File: src/rtl/spi_sample_input.sv
// SPI mode-0 slave that receives 24-bit channel/sample frames and returns
// offset-corrected 32-bit left/right sample pairs in the core clock domain.
module spi_sample_input #(
  parameter logic [31:0] SAMPLE_OFFSET  = 32'h0002_1000,
  parameter logic [7:0]  RECV_CHANNEL_A = 8'b0011_0001,
  parameter logic [7:0]  RECV_CHANNEL_B = 8'b0011_0010
) (
  input  logic        i_Clock,
  input  logic        i_Reset,
  input  logic        i_SPI_CS,
  input  logic        i_SPI_clock,
  input  logic        i_SPI_data,
  output logic [31:0] o_Sample_L,
  output logic [31:0] o_Sample_R,
  output logic        o_Sample_Valid,
  output logic        o_Frame_Error,
  output logic        o_Busy
);

  localparam int unsigned FRAME_BITS = 24;
  localparam int unsigned CNT_W      = 5;

  typedef enum logic [1:0] {
    sm_idle  = 2'd0,
    sm_shift = 2'd1,
    sm_check = 2'd2
  } state_t;

  state_t                  r_state;
  logic [2:0]              r_cs_sync;
  logic [2:0]              r_sck_sync;
  logic [1:0]              r_data_sync;
  logic [FRAME_BITS-1:0]   r_sr;
  logic [CNT_W-1:0]        r_bit_cnt;
  logic                    r_l_pending;
  logic [31:0]             r_l_hold;
  logic [31:0]             r_sample_l;
  logic [31:0]             r_sample_r;
  logic                    r_valid;
  logic                    r_error;
  logic                    r_busy;

  logic                    w_cs_fall;
  logic                    w_cs_rise;
  logic                    w_sck_rise;
  logic [7:0]              w_cmd;
  logic                    w_len_ok;
  logic                    w_is_a;
  logic                    w_is_b;
  logic [31:0]             w_value;

  // Edge detection on the synchronised CS and SCK (stage 2 vs stage 1).
  assign w_cs_fall  =  r_cs_sync[2]  & ~r_cs_sync[1];
  assign w_cs_rise  = ~r_cs_sync[2]  &  r_cs_sync[1];
  assign w_sck_rise = ~r_sck_sync[2] &  r_sck_sync[1];

  assign w_cmd    = r_sr[23:16];
  assign w_len_ok = (r_bit_cnt == CNT_W'(FRAME_BITS));
  assign w_is_a   = w_len_ok && (w_cmd == RECV_CHANNEL_A);
  assign w_is_b   = w_len_ok && (w_cmd == RECV_CHANNEL_B);
  assign w_value  = {14'd0, r_sr[15:0], 2'b00} - SAMPLE_OFFSET;

  always_ff @(posedge i_Clock or posedge i_Reset) begin
    if (i_Reset) begin
      r_cs_sync   <= 3'b000;
      r_sck_sync  <= 3'b000;
      r_data_sync <= 2'b00;
    end else begin
      r_cs_sync   <= {r_cs_sync[1:0], i_SPI_CS};
      r_sck_sync  <= {r_sck_sync[1:0], i_SPI_clock};
      r_data_sync <= {r_data_sync[0], i_SPI_data};
    end
  end

  // Frame FSM with shift register, pairing logic and registered outputs.
  always_ff @(posedge i_Clock or posedge i_Reset) begin
    if (i_Reset) begin
      r_state     <= sm_idle;
      r_sr        <= '0;
      r_bit_cnt   <= '0;
      r_l_pending <= 1'b0;
      r_l_hold    <= '0;
      r_sample_l  <= '0;
      r_sample_r  <= '0;
      r_valid     <= 1'b0;
      r_error     <= 1'b0;
      r_busy      <= 1'b0;
    end else begin
      r_valid <= 1'b0;
      r_error <= 1'b0;
      case (r_state)
        sm_idle: begin
          if (w_cs_fall) begin
            r_state   <= sm_shift;
            r_bit_cnt <= '0;
            r_busy    <= 1'b1;
          end
        end
        sm_shift: begin
          if (w_cs_rise) begin
            r_state <= sm_check;
            r_busy  <= 1'b0;
          end else if (w_sck_rise) begin
            r_sr <= {r_sr[FRAME_BITS-2:0], r_data_sync[1]};
            if (r_bit_cnt != {CNT_W{1'b1}}) begin
              r_bit_cnt <= r_bit_cnt + CNT_W'(1);
            end
          end
        end
        sm_check: begin
          if (w_is_a) begin
            r_l_hold    <= w_value;
            r_l_pending <= 1'b1;
          end else if (w_is_b && r_l_pending) begin
            r_sample_l  <= r_l_hold;
            r_sample_r  <= w_value;
            r_valid     <= 1'b1;
            r_l_pending <= 1'b0;
          end else begin
            r_error <= 1'b1;
          end
          // A CS fall that lands here would otherwise be lost as a one-cycle pulse.
          if (w_cs_fall) begin
            r_state   <= sm_shift;
            r_bit_cnt <= '0;
            r_busy    <= 1'b1;
          end else begin
            r_state <= sm_idle;
          end
        end
        default: begin
          r_state <= sm_idle;
          r_busy  <= 1'b0;
        end
      endcase
    end
  end

  assign o_Sample_L     = r_sample_l;
  assign o_Sample_R     = r_sample_r;
  assign o_Sample_Valid = r_valid;
  assign o_Frame_Error  = r_error;
  assign o_Busy         = r_busy;

endmodule

File: config.mk
export PLATFORM = sky130hd
export DESIGN_NAME = spi_sample_input
export DESIGN_NICKNAME = d
export VERILOG_FILES = /design/src/rtl/spi_sample_input.sv
export SDC_FILE = /design/constraint.sdc
export NUM_CORES = 1
export LEC_CHECK = 0
export CORE_ASPECT_RATIO = 1.1
export CORE_MARGIN = 1
export CORE_UTILIZATION = 52
export CTS_CLUSTER_SIZE = 25
export DETAILED_ROUTE_END_ITERATION = 8
export GPL_ROUTABILITY_DRIVEN = 1
export PLACE_DENSITY = 0.83
export SETUP_SLACK_MARGIN = 0.15
export SLEW_MARGIN = 20
export SYNTH_ARGS = -nofsm -noshare
export SYNTH_HDL_FRONTEND = slang
export SYNTH_SLANG_ARGS = --single-unit
File: constraint.sdc
create_clock -name i_Clock -period 4.26 [get_ports i_Clock]
set_clock_uncertainty 0.1 [all_clocks]
set_input_delay 0.852 -clock i_Clock [delete_from_list [all_inputs] [get_ports i_Clock]]
set_output_delay 0.852 -clock i_Clock [all_outputs]
set_load 0.02 [all_outputs]
==> reports/qor.csv <==
stage,metric,value,unit
pwr,P_int,1.32,mW
worst_setup_path,worst reg-to-reg path cell count,7,
worst_setup_path,Max Fanout on Critical Path,15,
sta,Final Max Tran Viols,0,
sta,fin crit share,0.600,
worst_setup_path,required time of the critical path,3.31,ns
worst_setup_path,Critical-path top delay cell,clkdlybuf4s50_1,
clock_network,TritonCTS clock tree,built,
pwr,Switching Share,0.238,
route,DR vias,2195,
route,Final ANT Viol Nets,0,
sta,Setup TNS,0,ns
sta,Final setup viols,0,
synth,post-synth top area cell,dfrtp_1,
route,1st-iter DRT viols,108,
worst_setup_path,CP max stage delay,0.69,ns
global_route,initial antenna violation count,0,
cells_and_area,FILL cells,525,
synth,warnings from Yosys,0,
global_route,Overflow after GRT,0,
floorplan,die area,0.00789,mm^2
clock_network,clk_lat worst skew,0.35,ns
clock_network,Post-CTS Resized,0,
pwr,sequential share of power,0.563,
synth,share of the synthesized area in the top cell type,0.600,
clock_network,hold_buf cts,0,
clock_network,postcts setup bufs,0,
synth,synthesized area,0.00392,mm^2
worst_setup_path,CP bufs+invs,1,
pwr,switching power,0.413,mW
clock_network,Max clock buf depth,2,
global_route,first-pass GRT wire length,10.4,mm
floorplan,Die W,84.8,um
place,port buffer count,67,
floorplan,Row Count,32,
worst_setup_path,critical path class,flop to primary output,
pwr,peak supply drop,0.269,mV
synth,Synth cell types,36,
sta,achievable frequency,391,MHz
worst_setup_path,CP Launch Type,flop,
route,DR vias/cell,5.26,
pwr,LEAKAGE,2.26,nW
worst_setup_path,arrival time worst endpoint,1.61,ns
synth,register area share after synthesis,0.600,
route,DR WL/cell,14.8,um
pwr,clock power share,0.360,
flow_run,Max-Cap Viols,0,
cells_and_area,post-route cell area,0.00467,mm^2
pwr,PwrDens,372,mW/mm^2
synth,largest cells by area after synthesis,"dfrtp_1 (60%), mux2_2 (17%), buf_4 (6.3%)",
floorplan,IO Count,72,
floorplan,Die Ht,93.0,um
worst_setup_path,Critical Path Sink Type,primary output,
global_route,vias in the first global route,2158,
cells_and_area,share of cells above drive strength 1,0.256,
sta,Slew headroom,0.325,
sta,worst setup slack after layout,1.70,ns
synth,"Avg Cell Area, Syn",13.9,um^2
cells_and_area,area grow syn2layout,19.3,%
worst_setup_path,worst-path cell chain,clkdlybuf4s50_1,
clock_network,"CTS clk-pin slew, worst paths",0.09,ns
route,drt first pass iters,7,
cells_and_area,Ant. Diodes,0,
floorplan,effective utilization at floorplan,0.547,
synth,#FFs+latches synth,94,
place,Placer Congestion,0.784,
route,Post-Route WL,6.18,mm
clock_network,CTS root buffer,clkbuf_8,
global_route,GR Util All Layers,0.170,
sta,worst-margin pin slew,1.01,ns
worst_hold_path,worst min path class,flop to flop,
sta,Final Hold Violating Endpoints,0,
clock_network,H-tree depth,3,
route,DRC,9,
place,DP HPWL,4.18,mm
status,failing checks,DRC,
floorplan,CORE AREA,0.00717,mm^2
sta,RSZ-0062 raised after global routing,no,
global_route,largest net degree at the start of global routing,52,
synth,Syn Inst Count,282,
cells_and_area,Final #Nets,337,
clock_network,CTS Buf Count,9,
place,cell area after placement,0.00446,mm^2
worst_setup_path,CP Depth,1,
status,status,finished with violations,
pwr,Comb power frac,0.077,
worst_hold_path,hold path depth,0,
clock_network,CTS sink cnt,94,
worst_setup_path,"CP delay by family, top",buffers and inverters,
place,dpl ws,1.72,ns
sta,Tmin final,2.56,ns
## cell usage after synthesis
master / number
a21boi_0: 1
a21boi_1: 1
a21boi_4: 1
a21oi_1: 1
and2b_1: 1
and3_1: 1
and4bb_2: 3
buf_1: 2
buf_2: 3
buf_4: 33
conb_1: 1
dfrtp_1: 94
ha_1: 4
inv_1: 9
mux2_1: 8
mux2_2: 59
mux2i_1: 5
nand2_1: 15
nand2b_1: 4
nand3_1: 4
nand3b_1: 1
nand4_1: 1
nor2_1: 4
nor2b_1: 2
nor3_1: 2
nor3_4: 1
nor3b_1: 1
o21a_1: 1
o21ai_0: 8
o31ai_1: 3
or2b_1: 1
or3_1: 1
or3b_4: 1
or4_1: 1
xnor2_1: 1
xor2_1: 3
## through the flow
| stage | total power, mW | hold WS (ns) | utilization | instances |
|---|---|---|---|---|
| finish | 1.74 | 0.253 | 0.652 | 417 |
| CTS | 1.75 | 0.254 | 0.652 | 417 |
| global placement | 1.12 | 0.233 | 0.622 | 402 |
| global route | 1.81 | 0.267 | 0.652 | 417 |
| floorplan | 1.09 | 0.231 | - | 285 |
| detailed placement | 1.13 | 0.235 | 0.622 | 402 |
## state kept, by name, summed over array words and instances (netlist names)
signal / count
r_sr: 24
o_Sample_L: 17
o_Sample_R: 17
r_l_hold: 17
r_bit_cnt: 5
r_cs_sync: 3
r_sck_sync: 3
r_data_sync: 2
r_state: 2
o_Busy: 1
o_Frame_Error: 1
o_Sample_Valid: 1
r_l_pending: 1
## cell type report
type	instances	area, um^2	area share
tap	85	106	0.0228
inverter	9	35.0	0.00750
clock buffer	9	124	0.0265
clock inverter	6	87.6	0.0187
multi-input combinational	144	1270	0.273
timing repair buffer	70	693	0.148
sequential	94	2350	0.503
## cells by family after synthesis
logic type	synth area share
DFF	0.600
adders and majority gates	0.0128
AOI/OAI and AO/OA	0.0278
xor gates and xnor gates	0.00894
muxes	0.205
buffers and inverters	0.0776
other	0.000957
and+or+nand+nor	0.0664
## per-layer routing
metal	track usage	vias up	part of all wire
met5	0	-	0
met4	0.0734	0	0.017
met3	0.0450	9	0.037
met1	0.206	1112	0.43
met2	0.287	50	0.51
li1	-	1024	-
## worst reg2reg max path, delay by kind of cell, from the launching register on
family | cells | cell delay, ns
flops | 1 | 0.41
fa+ha+maj | 1 | 0.15
mux | 1 | 0.40
buf+inv | 2 | 0.53
simple gates | 3 | 0.83
## power groups by stage
stage                     Combinational [mW]  Sequential [mW]  Clock, mW
after detailed placement               0.134            0.995          0
after CTS                              0.135            0.977      0.637
after floorplan                       0.0994            0.986          0
after global routing                   0.149            0.985      0.673
after global placement                 0.127            0.992          0
final                                  0.133            0.978      0.625
## path summary, 6_finish.rpt
path,start,to,slack [ns]
hold / removal,r_sck_sync[0]$_DFF_PP0_,r_sck_sync[1]$_DFF_PP0_,0.25
min in group asynchronous,i_Reset,o_Sample_R[4]$_DFFE_PP0P_,0.86
setup reg to reg,r_bit_cnt[0]$_DFFE_PP0P_,o_Sample_R[17]$_DFFE_PP0P_,1.72
hold reg to reg,r_sck_sync[0]$_DFF_PP0_,r_sck_sync[1]$_DFF_PP0_,0.25
max in group asynchronous,i_Reset,o_Sample_R[17]$_DFFE_PP0P_,2.39
setup / recovery,o_Sample_R[30]$_DFFE_PP0P_,o_Sample_R[19],1.70
## placed cells by master, fill, tap and decap left out, drive strengths merged, types with 2 or more instances in the layout
| cell | instances |
|---|---|
| nand2b | 4 |
| o31ai | 3 |
| nand2 | 15 |
| clkbuf | 9 |
| nor2b | 2 |
| dfrtp | 94 |
| mux2 | 67 |
| buf | 3 |
| nor2 | 4 |
| conb | 4 |
| xor2 | 3 |
| nand3 | 4 |
| o21ai | 8 |
| mux2i | 5 |
| clkdlybuf4s50 | 67 |
| a21boi | 3 |
| and4bb | 3 |
| bufinv | 2 |
| inv | 8 |
| ha | 4 |
| nor3 | 3 |
| clkinv | 5 |
(Power assumes the default switching activity.)
